**src/rtl/mcp3_arb_rr_hold.sv**
```systemverilog
// Round-robin arbiter with a high-priority request class and an optional
// sticky grant bounded by MAX_HOLD consecutive takes. The encoded winner is registered.
module mcp3_arb_rr_hold #(
    parameter int NUM_REQ  = 16,
    parameter int ENC_W    = $clog2(NUM_REQ),
    parameter bit STICKY   = 1'b0,
    parameter int MAX_HOLD = 4
) (
    input  logic               clock,
    input  logic               reset,
    input  logic               req_taken,
    input  logic [NUM_REQ-1:0] req_bus,
    input  logic [NUM_REQ-1:0] req_hipri,
    output logic               winner_valid,
    output logic [ENC_W-1:0]   winner,
    output logic [NUM_REQ-1:0] req_clear,
    output logic [7:0]         hold_cnt
);

    localparam int              SUM_W    = ENC_W + 1;
    localparam logic [SUM_W-1:0] NUM_SUM = SUM_W'(NUM_REQ);
    localparam logic [7:0]      HOLD_LIM = 8'(MAX_HOLD - 1);

    logic [ENC_W-1:0]   winner_reg, winner_next;
    logic               valid_reg, valid_next;
    logic [7:0]         hold_reg, hold_next;

    logic [NUM_REQ-1:0] win_onehot;
    logic [NUM_REQ-1:0] cur;
    logic [NUM_REQ-1:0] eff_hi;
    logic [NUM_REQ-1:0] hi_cand;
    logic [NUM_REQ-1:0] lo_cand;
    logic [NUM_REQ-1:0] cand;
    logic [NUM_REQ-1:0] scan_hit;
    logic [ENC_W-1:0]   scan_idx [NUM_REQ];

    logic               new_valid;
    logic [ENC_W-1:0]   new_idx;
    logic               win_req;
    logic               other_hi;
    logic               retain;
    logic               pick_new;

    // Slot gi of the scan holds index (winner_reg + gi + 1) mod NUM_REQ; a single
    // conditional subtract suffices because the sum is always below 2*NUM_REQ.
    for (genvar gi = 0; gi < NUM_REQ; gi++) begin : g_scan
        logic [SUM_W-1:0] sum;
        assign win_onehot[gi] = (winner_reg == ENC_W'(gi));
        assign sum            = {1'b0, winner_reg} + SUM_W'(gi + 1);
        assign scan_idx[gi]   = (sum >= NUM_SUM) ? ENC_W'(sum - NUM_SUM) : ENC_W'(sum);
        assign scan_hit[gi]   = cand[scan_idx[gi]];
    end

    assign cur     = valid_reg ? win_onehot : '0;
    assign eff_hi  = req_hipri & req_bus;
    assign hi_cand = eff_hi & ~cur;
    assign lo_cand = req_bus & ~cur;
    assign cand    = (|hi_cand) ? hi_cand : lo_cand;

    assign new_valid = |cand;
    assign win_req   = |(req_bus & win_onehot);
    assign other_hi  = |(eff_hi & ~win_onehot);

    assign retain   = STICKY && req_taken && valid_reg && win_req &&
                      (hold_reg < HOLD_LIM) && !other_hi;
    assign pick_new = !valid_reg || !win_req || (req_taken && !retain);

    // Lowest scan offset wins: walk from the far end so nearer hits overwrite.
    always_comb begin
        new_idx = '0;
        for (int k = NUM_REQ - 1; k >= 0; k--) begin
            if (scan_hit[k]) begin
                new_idx = scan_idx[k];
            end
        end
    end

    always_comb begin
        winner_next = winner_reg;
        valid_next  = 1'b1;
        hold_next   = hold_reg;
        if (pick_new) begin
            valid_next = new_valid;
            hold_next  = 8'd0;
            if (new_valid) begin
                winner_next = new_idx;
            end
        end else if (retain) begin
            hold_next = (hold_reg == 8'hFF) ? hold_reg : hold_reg + 8'd1;
        end
    end

    always_ff @(posedge clock) begin
        if (reset) begin
            winner_reg <= '0;
            valid_reg  <= 1'b0;
            hold_reg   <= 8'd0;
        end else begin
            winner_reg <= winner_next;
            valid_reg  <= valid_next;
            hold_reg   <= hold_next;
        end
    end

    assign winner       = winner_reg;
    assign winner_valid = valid_reg;
    assign hold_cnt     = hold_reg;
    assign req_clear    = (req_taken && valid_reg && !reset) ? win_onehot : '0;

endmodule

```
**config.mk**
```make
export PLATFORM = sky130hd
export DESIGN_NAME = mcp3_arb_rr_hold
export DESIGN_NICKNAME = d
export VERILOG_FILES = /design/src/rtl/mcp3_arb_rr_hold.sv
export SDC_FILE = /design/constraint.sdc
export NUM_CORES = 1
export LEC_CHECK = 0
export BUFFER_PORTS_ARGS = -buffer_cell sky130_fd_sc_hd__buf_2
export CAP_MARGIN = 10
export CORE_MARGIN = 1.5
export CORE_UTILIZATION = 55
export CTS_BUF_LIST = sky130_fd_sc_hd__clkbuf_4 sky130_fd_sc_hd__clkbuf_8
export DETAILED_ROUTE_END_ITERATION = 8
export PLACE_DENSITY = 0.89
export RECOVER_POWER = 100
export SYNTH_ARGS = -nofsm -noshare
export SYNTH_HDL_FRONTEND = slang
export SYNTH_SLANG_ARGS = --single-unit
```
**constraint.sdc**
```tcl
create_clock -name clock -period 8.81 [get_ports clock]
set_input_delay 0.881 -clock clock [delete_from_list [all_inputs] [get_ports clock]]
set_output_delay 0.881 -clock clock [all_outputs]
set_load 0.02 [all_outputs]
```
==> results.yml <==
cts:
  cts_sinks: 5
  cts_root_buf: "clkbuf_8"
  clk_latency_ps: 230
  clk_pin_slew_ps: 40
  cts_resized: 0
  cts_buffer_depth: 2
  ctsHoldBuffers: 0
  cts_inserted_buffers: 3
  cts_setup_buffers: 0
  tritoncts: "yes"
  h-tree-depth: 1
global_routing:
  grtUsageTotal_pct: 48.2
  grt_pass1_wl_um: 32500
  grt_pass1_vias: 5381
  grt_antenna_before_repair: 0
  grt_max_degree: 56
  grt-ovfl-total: 0
detailed_routing:
  ant_nets: 0
  drcViolationCount: 0
  wire_per_inst_um: 28.8
  vias: 6044
  routed_wl_um: 21800
  viasPerCell: 8.01
  first_iter_violations: 1139
  drtPass1Iterations: 8
setup_path:
  path_max_fanout: 25
  cp.arrival_ps: 7250
  cp-end-kind: "flop"
  crit_start: "winner[1]$_SDFFE_PP0P_"
  rr_worst_depth: 16
  crit_type: "reg -> reg"
  rr_startpoint: "winner[1]$_SDFFE_PP0P_"
  start_kind: "flop"
  worst_ep_required_time_ps: 8950
die:
  fp.dieH_um: 95.8
  initial_utilization_pct: 57.3
  core_mm2: 0.00826
  die-area_mm2: 0.00918
  die_w_um: 95.8
  rows: 33
  ios: 64
timing:
  setup_slack_ps: 1700
  fin_tns_setup_ps: 0
  slew_headroom_pct: 12.7
  timing.fmax_mhz: 141
  fin_worst_skew_ps: 6.06
  final-setup-viol-count: 0
  finalHoldViolations: 0
  rsz0062_at_grt: "no"
  drv_slew: 0
  post-route-min-period_ps: 7110
  fin_crit_sh_pct: 80.7
  tightestPinTransition_ps: 1310
min_path:
  worstHoldStart: "winner[0]$_SDFFE_PP0P_"
  hp-class: "reg -> reg"
  hold_depth: 3
logic_synthesis:
  synth-edff-count: 0
  async_flop_share_pct: 0
  synth_ff_type: "dfxtp_1"
  avgSynthCellArea_um2: 7.55
  synth_cells: 627
  synth.yosys.seq_area_share_pct: 2.11
  yosys_warnings: 0
  synth_seq_cells: 5
  syn_area_mm2: 0.00474
  ys_types: 87
power:
  vdd_drop_max_v: 0.000199
  power_density_mw_per_mm2: 425
  comb_power_share_pct: 96.0
  leakage_uw: 0.00180
  p_seq_share_pct: 1.6
  sw_frac_of_total_pct: 61.9
  p_sw_uw: 1310
  power.internal_uw: 805
  power_frac_clock_pct: 2.3
placed_design:
  dp.final_hpwl_um: 16000
  detailedPlace.worstSlack_ps: 2780
  routabilityCongestion: 1.08
  portBuffers: 55
flow_run:
  maxCapViolations: 0
cells_and_area:
  layout-drive-gt1-share_pct: 18.8
  fill_cells: 773
  diodes: 0
  area_growth_syn_to_layout_pct: 5.07
  final_nets: 700
  seq_area_um2: 101
  fin_util_pct: 60.3
  multi_input_area_mm2: 0.00429
  largest_reg_flops: 4
run_status:
  status: "complete, no violations"
## per-stage QoR
stage | instance area (µm²) | std cells | hold slack (ps) | total power (µW)
3_3_place_gp | 4950 | 750 | 721 | 1930
4_1_cts | 5000 | 754 | 750 | 2000
6_report | 4980 | 755 | 859 | 2110
5_1_grt | 4980 | 755 | 919 | 2200
2_1_floorplan | 4760 | 634 | 988 | 1480
3_5_place_dp | 4950 | 750 | 742 | 1940
## power by group through the flow
| stage | clock network [µW] | logic, µW | registers [µW] |
|---|---|---|---|
| after floorplan | 0 | 1430 | 47.1 |
| after global routing | 48.4 | 2110 | 35.2 |
| after detailed placement | 0 | 1900 | 34.7 |
| after CTS | 47.6 | 1920 | 34.5 |
| after global placement | 0 | 1890 | 34.7 |
| final | 49.6 | 2030 | 34.3 |
## cells in the mapped netlist, types with 4 or more instances
master,n,area [µm²]
dfxtp_1,5,100
buf_1,7,26.3
buf_6,7,78.8
xor2_1,4,35.0
mux4_2,28,631
nand2_1,107,402
o21ai_0,23,115
nor4_1,9,56.3
and2_1,22,138
buf_2,7,35.0
a31oi_1,14,87.6
a31oi_2,5,62.6
mux2i_1,22,220
a21oi_1,17,85.1
and3_2,4,30.0
nand2b_1,5,31.3
nand3_1,23,115
buf_4,10,75.1
nand4_1,7,43.8
a31oi_4,4,85.1
o32a_1,4,40.0
a222oi_1,4,40.0
or2_2,4,25.0
nor3_1,15,75.1
a32oi_1,6,52.6
and3_1,12,75.1
a2111oi_4,4,110
o21ai_1,4,20.0
a22oi_1,5,37.5
o221ai_1,12,105
o22ai_1,11,68.8
ha_1,14,175
o211ai_1,6,45.0
inv_1,13,48.8
o32ai_1,34,298
clkbuf_1,24,90.1
a211oi_1,7,52.6
xnor2_1,11,96.3
nor2_1,35,131
## final timing paths
check / end / slack, ps
hold / removal: winner[0]$_SDFFE_PP0P_ / 860
setup / recovery: winner[3]$_SDFFE_PP0P_ / 1700
hold reg to reg: winner[0]$_SDFFE_PP0P_ / 860
setup reg to reg: winner[3]$_SDFFE_PP0P_ / 1700
## logic make-up (layout without fill, tap and decap cells)
group	Yosys count	after routing	synth area share, %
and+or+nand+nor	262	262	27.9
AOI/OAI and AO/OA	202	202	35.9
buffers and inverters	72	88	7.79
muxes	56	56	19.8
xor gates and xnor gates	15	15	2.77
adders and majority gates	14	14	3.70
DFF	5	5	2.11
other	1	8	0.0792
## layer usage
metal / track usage (%) / share of wire (%)
met5: 0 / 0
met4: 24.6 / 7.3
met3: 17.3 / 17
met2: 71.9 / 42
met1: 60.6 / 34
## layout by cell type (no fill, tap or decap), types with 5 or more instances in the layout
master	count
nand2_1	107
buf_2	39
nor2_1	35
o32ai_1	35
mux4_2	28
nand3_1	23
o21ai_0	23
and2_1	22
mux2i_1	22
clkbuf_1	19
a21oi_1	17
nor3_1	15
inv_1	14
a31oi_1	14
ha_1	14
and3_1	12
o221ai_1	12
xnor2_1	11
o22ai_1	11
nor4_1	9
conb_1	8
buf_4	8
nand4_1	7
a211oi_1	7
a32oi_1	6
o211ai_1	6
a31oi_2	5
a22oi_1	5
nand2b_1	5
## final cells by class
type | instances | area share (%)
flip-flops and latches | 5 | 2.04
inverters | 17 | 1.28
multi-input cells | 557 | 86.2
well taps | 105 | 2.64
repair buffers | 67 | 6.86
clock buffers | 4 | 0.981
## worst max-delay path, stage by stage (launching register included)
cell and delay (ps):
dfxtp_1 300, clkbuf_1 950, inv_1 820, ha_1 540, nand3_1 170, and3_1 250, a2111oi_4 70, buf_4 240
a31oi_1 690, o32ai_1 280, mux4_2 540, mux2i_1 500, or4b_1 610, nor4_4 240, a41o_1 280, mux2_4 320
a211oi_2 210
No activity file was read; power rests on OpenSTA's default activity.
